==> src/rtl/msg_sequencer.sv <==
// rtl/msg_sequencer.sv - game message sequencer: selects text message, level, blink and play/input gating
module msg_sequencer #(
  parameter int HOLD_FRAMES  = 90,
  parameter int BLINK_FRAMES = 30,
  parameter int MAX_LEVEL    = 5
) (
  input  logic       clk,
  input  logic       rst_n,
  input  logic       frame_tick,
  input  logic       start,
  input  logic       seq_done,
  input  logic       user_done,
  input  logic       user_ok,
  output logic [2:0] state,
  output logic [2:0] level,
  output logic       match,
  output logic       text_en,
  output logic       play_req,
  output logic       input_en
);

  typedef enum logic [2:0] {
    READY  = 3'd0,
    SIMON  = 3'd1,
    USER   = 3'd2,
    RESULT = 3'd3,
    WIN    = 3'd4
  } state_t;

  localparam logic [7:0] HOLD_MAX  = HOLD_FRAMES[7:0];
  localparam logic [7:0] BLINK_MAX = BLINK_FRAMES[7:0];
  localparam logic [2:0] LEVEL_MAX = MAX_LEVEL[2:0];

  state_t     state_q, state_n;
  logic [2:0] level_q, level_n;
  logic       match_q, match_n;
  logic       text_q, text_n;
  logic       play_q, play_n;
  logic       input_q, input_n;
  logic [7:0] hold_q, hold_n;
  logic [7:0] blink_q, blink_n;

  // State and every output are registered so no input reaches an output combinationally
  always_ff @(posedge clk or negedge rst_n) begin
    if (!rst_n) begin
      state_q <= READY;
      level_q <= 3'd0;
      match_q <= 1'b0;
      text_q  <= 1'b1;
      play_q  <= 1'b0;
      input_q <= 1'b0;
      hold_q  <= 8'd0;
      blink_q <= 8'd0;
    end else begin
      state_q <= state_n;
      level_q <= level_n;
      match_q <= match_n;
      text_q  <= text_n;
      play_q  <= play_n;
      input_q <= input_n;
      hold_q  <= hold_n;
      blink_q <= blink_n;
    end
  end

  // Next-state, counters and next output values; a tick on a transition edge only affects the old state
  always_comb begin
    state_n = state_q;
    level_n = level_q;
    match_n = match_q;
    text_n  = text_q;
    hold_n  = hold_q;
    blink_n = blink_q;

    case (state_q)
      READY, WIN: begin
        if (start) begin
          state_n = SIMON;
          level_n = 3'd0;
          match_n = 1'b0;
        end else if (frame_tick) begin
          if (blink_q + 8'd1 == BLINK_MAX) begin
            blink_n = 8'd0;
            text_n  = ~text_q;
          end else begin
            blink_n = blink_q + 8'd1;
          end
        end
      end
      SIMON: begin
        if (seq_done) state_n = USER;
      end
      USER: begin
        if (user_done) begin
          match_n = user_ok;
          hold_n  = 8'd0;
          state_n = RESULT;
        end
      end
      RESULT: begin
        if (frame_tick) begin
          hold_n = hold_q + 8'd1;
          if (hold_q + 8'd1 == HOLD_MAX) begin
            if (!match_q) begin
              state_n = READY;
            end else if (level_q >= LEVEL_MAX) begin
              state_n = WIN;
            end else begin
              level_n = level_q + 3'd1;
              state_n = SIMON;
            end
          end
        end
      end
      default: begin
        // Unused encodings recover to the full reset condition
        state_n = READY;
        level_n = 3'd0;
        match_n = 1'b0;
        hold_n  = 8'd0;
        blink_n = 8'd0;
        text_n  = 1'b1;
      end
    endcase

    // Entering any state restarts the blink phase with text visible
    if (state_n != state_q) begin
      blink_n = 8'd0;
      text_n  = 1'b1;
    end

    play_n  = (state_n == SIMON) && (state_q != SIMON);
    input_n = (state_n == USER);
  end

  assign state    = state_q;
  assign level    = level_q;
  assign match    = match_q;
  assign text_en  = text_q;
  assign play_req = play_q;
  assign input_en = input_q;

endmodule

==> config.mk <==
export PLATFORM = sky130hd
export DESIGN_NAME = msg_sequencer
export DESIGN_NICKNAME = d
export VERILOG_FILES = /design/src/rtl/msg_sequencer.sv
export SDC_FILE = /design/constraint.sdc
export NUM_CORES = 1
export LEC_CHECK = 0
export ABC_AREA = 1
export CORE_MARGIN = 2
export CORE_UTILIZATION = 29
export DETAILED_ROUTE_END_ITERATION = 12
export GPL_TIMING_DRIVEN = 0
export SYNTH_ARGS = -nofsm -noshare
export SYNTH_HDL_FRONTEND = slang
export SYNTH_SLANG_ARGS = --single-unit
export TNS_END_PERCENT = 20
==> constraint.sdc <==
create_clock -name clk -period 6 [get_ports clk]
set_input_delay 1.2 -clock clk [delete_from_list [all_inputs] [get_ports clk]]
set_output_delay 1.2 -clock clk [all_outputs]
set_load 0.1 [all_outputs]
==> impl_metrics.yaml, run 1 <==
status:
  status: "finished clean"
timing:
  min_period_over_period_pct: 52.5
  hold_violations: 0
  skew_ps: 3.82
  fin_tns_setup_ps: 0
  tightest_slew_ps: 981
  clock.fmax_mhz: 317
  finalMaxSlewViolations: 0
  relSlewSlack_pct: 34.4
  finalCriticalPeriod_ps: 3150
  holdWs_ps: 513
  rsz0062_at_grt: "false"
  finalSetupViolations: 0
detailed_routing:
  drtAntennaViolNets: 0
  dr.pass1.iters: 4
  drt_iter0_drc: 62
  via_per_inst: 4.62
  vias: 1423
  remaining_drc_errors: 0
  wl_per_cell_um: 10.9
  routed_wl_um: 3340
power_and_ir_drop:
  p_comb_share_pct: 60.5
  clockPowerShare_pct: 12.4
  p_per_area_mw_per_mm2: 469
  p_int_w: 0.000430
  p_leak_nw: 0.877
  p_switching_w: 0.000495
  p_seq_share_pct: 27.1
  switching_share_pct: 53.5
  irDropWorstVdd_mv: 0.267
critical_path:
  critical_path.cell_chain: "clkdlybuf4s50_1"
  ff2ff_path_depth: 14
  critPathSlowestCell: "clkdlybuf4s50_1"
  regToRegEndpoint: "blink_q[7]"
  worstPathArrival_ps: 1950
  cp_max_fo: 3
  cp-start-kind: "flop"
  crit_family: "buffers and inverters"
  path_buf_inv: 1
  critPathCaptureType: "primary output"
  crit_type: "flop to primary output"
  required_ps: 4800
  cpPeakStageDelay_ps: 1130
  r2r_slack_ps: 3860
  reg2reg_from: "hold_q[0]"
final_layout:
  final_layout_size_suffix_gt1_share_pct: 14.0
  nNetsFinal: 250
  fin_area_mm2: 0.00197
  antenna_cells: 0
  regArea_um2: 652
  multi_input_area_um2: 888
  fill_cells: 624
  syn_to_final_growth_pct: 18.0
yosys:
  ys_ff_latch: 26
  synth_compound_area_share_pct: 10.0
  ys_types: 33
  synth-xor-area-share_pct: 2.09
  netlist_instances: 216
  synth_mux_area_share_pct: 0
  synth_top_family_by_area: "simple AND/OR/NAND/NOR gates"
  synth_nets: 229
  syn_area_mm2: 0.00167
  synth-warning-count: 0
  postSynthAreaPerCell_um2: 7.74
  synth_largest_area_cell: "dfrtp_1"
  seq_area_frac_synth_pct: 39.0
  synthTopCellsByArea: "dfrtp_1, nand2_1, inv_1"
  synth-simple-area-share_pct: 36.5
  yosysTopAreaCellShare_pct: 37.4
  synth_fa_ha_area_share_pct: 4.49
placed_design:
  gp_congestion: 0.854
  io_buffers: 16
  placed_cell_area_mm2: 0.00192
  hpwl_um: 2460
clocking:
  clk_pin_slew_worst_paths_ps: 90
  root_buffer: "clkbuf_8"
  h-tree-depth: 1
  postCtsSetupRepairBufs: 0
  ctsResizeCount: 0
  cts.sink_count: 26
  cts_tree: "yes"
  clock_latency_ps: 270
  clk_path_buf_depth: 2
  hold_buffers: 0
  cts_buffers: 3
floorplanning:
  core-area_mm2: 0.00554
  die_x_um: 80.0
  die_area_mm2: 0.00639
  initial_utilization_pct: 30.2
  rows: 27
  die_h_um: 80.0
  ios: 17
global_routing:
  grt_antenna_before_repair: 0
  grt_pass1_vias: 1412
  grt.overflow.total: 0
  grt_usage_pct: 11.8
  grt_max_degree: 27
  grt_pass1_wl_um: 6130
flow_run:
  drv_cap: 0
hold_path:
  hold_class: "flop to flop"
  hold_path_end: "blink_q[7]"
  min-delay-start: "blink_q[7]"
  hold_path_depth: 2
[worst register-to-register path, cell delays in order, from the launching register on]
cell     delay [ps]
dfrtp_1         450
ha_1            280
inv_1            70
nand2_1          50
nand2_1          80
nand3_1         100
nor2_2          200
nand4_4         130
nand2_4         110
nand3_1          90
nand2_2         110
nand3_4          90
buf_12          160
nand3_1          60
nand2_1          50
[how the worst max path moves through the flow]
stage,slack [ps],cells after the start,start,endpoint
3_5_place_dp,3150,1,text_en,text_en
3_3_place_gp,3150,1,text_en,text_en
2_1_floorplan,3550,10,state[0],blink_q[5]
4_1_cts,2830,1,text_en,text_en
5_1_grt,2800,1,text_en,text_en
6_report,2850,1,text_en,text_en
[state kept, by name, indices dropped and copies added, names as in the netlist]
name,flops
blink_q,8
level,3
text_en,1
hold_q,8
play_req,1
input_en,1
match,1
state,3
[power groups by stage]
stage	Combinational (W)	Clock (W)	Sequential, W
6_report	0.000560	0.000115	0.000250
5_1_grt	0.000610	0.000126	0.000257
4_1_cts	0.000568	0.000121	0.000251
3_5_place_dp	0.000566	0	0.000254
3_3_place_gp	0.000563	0	0.000254
2_1_floorplan	0.000277	0	0.000416
[routing by layer]
layer  routed length [µm]  up-vias  GRT usage [%]  share of wire, %
li1                     -      742              -                 -
met1                 1690      657           15.7                51
met2                 1550       20           19.6                46
met3                   77        4           1.70               2.3
met4                   29        0           3.90              0.87
met5                    0        -              0                 0
[per-stage QoR]
stage                     total power [W]  setup slack (ps)  cells  util [%]
after floorplan                  0.000693              3550    216         -
after global placement           0.000816              3150    304      34.7
after detailed placement         0.000820              3150    304      34.7
after CTS                        0.000940              2830    308      35.7
after global routing             0.000993              2800    308      35.6
final                            0.000925              2850    308      35.6
[placed cells by master (no fill, tap or decap), drive strengths merged, types with 2 or more instances in the layout]
master,synthesis,final
nand4,7,7
nor3,3,3
xor2,2,2
o22ai,6,6
clkbuf,0,4
o31ai,3,3
a21oi,5,5
dfrtp,25,25
nand3b,2,2
o21ai,8,8
nand3,20,20
inv,30,30
nand2,67,67
nor2,23,23
xnor2,2,2
clkdlybuf4s50,0,15
ha,6,6
buf,1,2
[cells in the mapped netlist]
cell	count
nand2_1	59
inv_1	26
dfrtp_1	25
nor2_1	20
nand3_1	17
ha_1	6
nand2_2	6
nand4_1	6
o22ai_1	6
a21oi_1	4
inv_2	4
o21ai_0	4
o21ai_2	4
o31ai_1	3
nand2_4	2
nand3_2	2
nand3b_1	2
nor2_2	2
nor3_1	2
xnor2_1	2
xor2_1	2
a21oi_2	1
a22oi_1	1
buf_12	1
dfstp_2	1
nand3_4	1
nand4_4	1
nor2_4	1
nor3_2	1
nor3b_1	1
o2111ai_1	1
o211ai_1	1
or2_2	1
[final cells by class]
| type | instances | share of cell area [%] |
|---|---|---|
| inverter | 30 | 5.71 |
| clock buffer | 4 | 2.79 |
| buffer | 1 | 1.01 |
| tap | 72 | 4.57 |
| sequential | 26 | 33.0 |
| multi-input combinational | 159 | 45.0 |
| timing repair buffer | 16 | 7.86 |
[cell families (layout without fill, tap and decap cells)]
group	count (synthesis)	count (layout)
compound gates	25	25
xor+xnor	4	4
fa+ha+maj	6	6
buf+inv	31	51
flops	26	26
simple gates	124	124
(Power assumes the default switching activity.)
==> run 2, diff against run 1 <==
clock period = 3.2 ns   (was 6 ns; I/O delays follow)
==> results of run 2 <==
Same layout as run 1 (identical final DEF). Status: finished clean.
Main changes from that run: setup slack after placement 3150 ps -> 906 ps; setup slack after layout 2850 ps -> 610 ps; hold slack 513 ps -> 363 ps; register-to-register setup slack 3860 ps -> 1060 ps; total power 0.000925 W -> 0.00173 W; worst IR drop on VDD 0.267 mV -> 0.500 mV
==> run 3, diff against run 2 <==
clock period = 2.42 ns   (was 3.2 ns; I/O delays follow)
==> impl_metrics.yaml, run 3 (same netlist as run 1, synthesis figures left out) <==
detailed_routing:
  drt_iter0_drc: 67
  vias: 1426
  drtAntennaViolNets: 0
  remaining_drc_errors: 0
  via_per_inst: 4.63
  routed_wl_um: 3440
  wl_per_cell_um: 11.2
  dr.pass1.iters: 4
global_routing:
  grt.overflow.total: 0
  grt_antenna_before_repair: 0
  grt_max_degree: 27
  grt_pass1_wl_um: 6380
  grt_usage_pct: 12.4
  grt_pass1_vias: 1473
critical_path:
  r2r_slack_ps: 300
  endpoint: "level[0]"
  required_ps: 1940
  cp_max_fo: 5
  reg2reg_from: "hold_q[0]"
  crit_cells: 1
  worstPathArrival_ps: 1870
  critical_path.cell_chain: "clkdlybuf4s50_1"
  crit_family: "buffers and inverters"
  path_buf_inv: 1
  regToRegEndpoint: "blink_q[7]"
  cpPeakStageDelay_ps: 1160
  ff2ff_path_depth: 14
  startpoint: "level[0]"
  critPathCaptureType: "primary output"
  critPathSlowestCell: "clkdlybuf4s50_1"
  crit_type: "flop to primary output"
  cp-start-kind: "flop"
clocking:
  cts_tree: "yes"
  h-tree-depth: 1
  clk_path_buf_depth: 2
  clock_latency_ps: 280
  cts.sink_count: 26
  cts_buffers: 3
  clk_pin_slew_worst_paths_ps: 90
  root_buffer: "clkbuf_8"
final_layout:
  layout_commonest_cell: "nand2_1"
  final_cell_mix: "nand2_1, inv_1, dfrtp_1, nor2_1, nand3_1"
  nNetsFinal: 250
  final_layout_size_suffix_gt1_share_pct: 14.4
  largestRegisters: "blink_q (8), hold_q (8)"
  antenna_cells: 0
  syn_to_final_growth_pct: 18.3
floorplanning:
  initial_utilization_pct: 30.2
  die_h_um: 80.0
  die_x_um: 80.0
  core-area_mm2: 0.00554
  rows: 27
  ios: 17
  die_area_mm2: 0.00639
placed_design:
  hpwl_um: 2540
  gp_congestion: 0.851
  io_buffers: 16
timing:
  fin_tns_setup_ps: 0
  tightest_slew_ps: 988
  hold_violations: 0
  finalCriticalPeriod_ps: 2350
  min_period_over_period_pct: 97.2
  rsz0062_at_grt: "false"
  skew_ps: 5.56
  finalMaxSlewViolations: 0
  finalSetupViolations: 0
  relSlewSlack_pct: 33.9
  clock.fmax_mhz: 425
power_and_ir_drop:
  power_w: 0.00229
  irDropWorstVdd_mv: 0.674
  p_leak_nw: 0.904
  p_per_area_mw_per_mm2: 1160
status:
  status: "finished clean"
hold_path:
  hold_class: "input port to async pin"
flow_run:
  drv_cap: 0
[run 3: changes by cell type in the layout (fill, tap and decap cells not counted), sizes merged]
cell / before / now
dlymetal6s2s: 0 / 2
clkdlybuf4s50: 15 / 12
dlygate4sd2: 0 / 1
[run 3: worst min path at each step]
stage,from,to,slack [ps]
after global placement,blink_q[7],blink_q[7],480
after detailed placement,blink_q[7],blink_q[7],490
after CTS,blink_q[7],blink_q[7],510
final,rst_n,hold_q[6],200
after floorplan,rst_n,blink_q[0],190
after global routing,rst_n,hold_q[6],250
[run 3: cell type report]
class                   instances  area, µm²
plain buffers                   1       20.0
clock buffers                   4       55.1
fillers                       591       3560
inverters                      30        113
multi-input cells             159        888
flip-flops and latches         26        653
well taps                      72       90.1
repair buffers                 16        159
[run 3: where the power goes]
group          total (W)  leakage [nW]  internal [W]  switching [W]
Combinational    0.00138         0.528      0.000385       0.000990
Clock           0.000290        0.0288      0.000146       0.000144
Sequential      0.000622         0.347      0.000529      0.0000929
Total            0.00229         0.904       0.00106        0.00123
[run 3: repair_timing]
action                     CTS  global route
setup endpoints to repair    1             2
hold buffers                 0             0
pin swaps                    0             0
cloned                       0             0
setup buffers                0             0
resized for setup            1             2
[run 3: metal layers]
layer  track usage (%)  up-vias  part of all wire, %
met3              1.81        4                  2.0
met1              16.7      658                   50
met4              4.92        0                  1.2
met2              19.9       14                   47
li1                  -      750                    -
met5                 0        -                    0
[run 3: metrics by stage]
| step | cells | setup slack [ps] | utilization (%) | hold WS, ps | instance area (µm²) |
|---|---|---|---|---|---|
| global route | 308 | 12.4 | 35.7 | 245 | 1980 |
| finish | 308 | 68.0 | 35.7 | 203 | 1980 |
| CTS | 308 | 10.2 | 35.7 | 511 | 1980 |
| detailed placement | 304 | 268 | 34.7 | 490 | 1920 |
| global placement | 304 | 285 | 34.7 | 480 | 1920 |
| floorplan | 216 | 29.3 | - | 188 | 1670 |
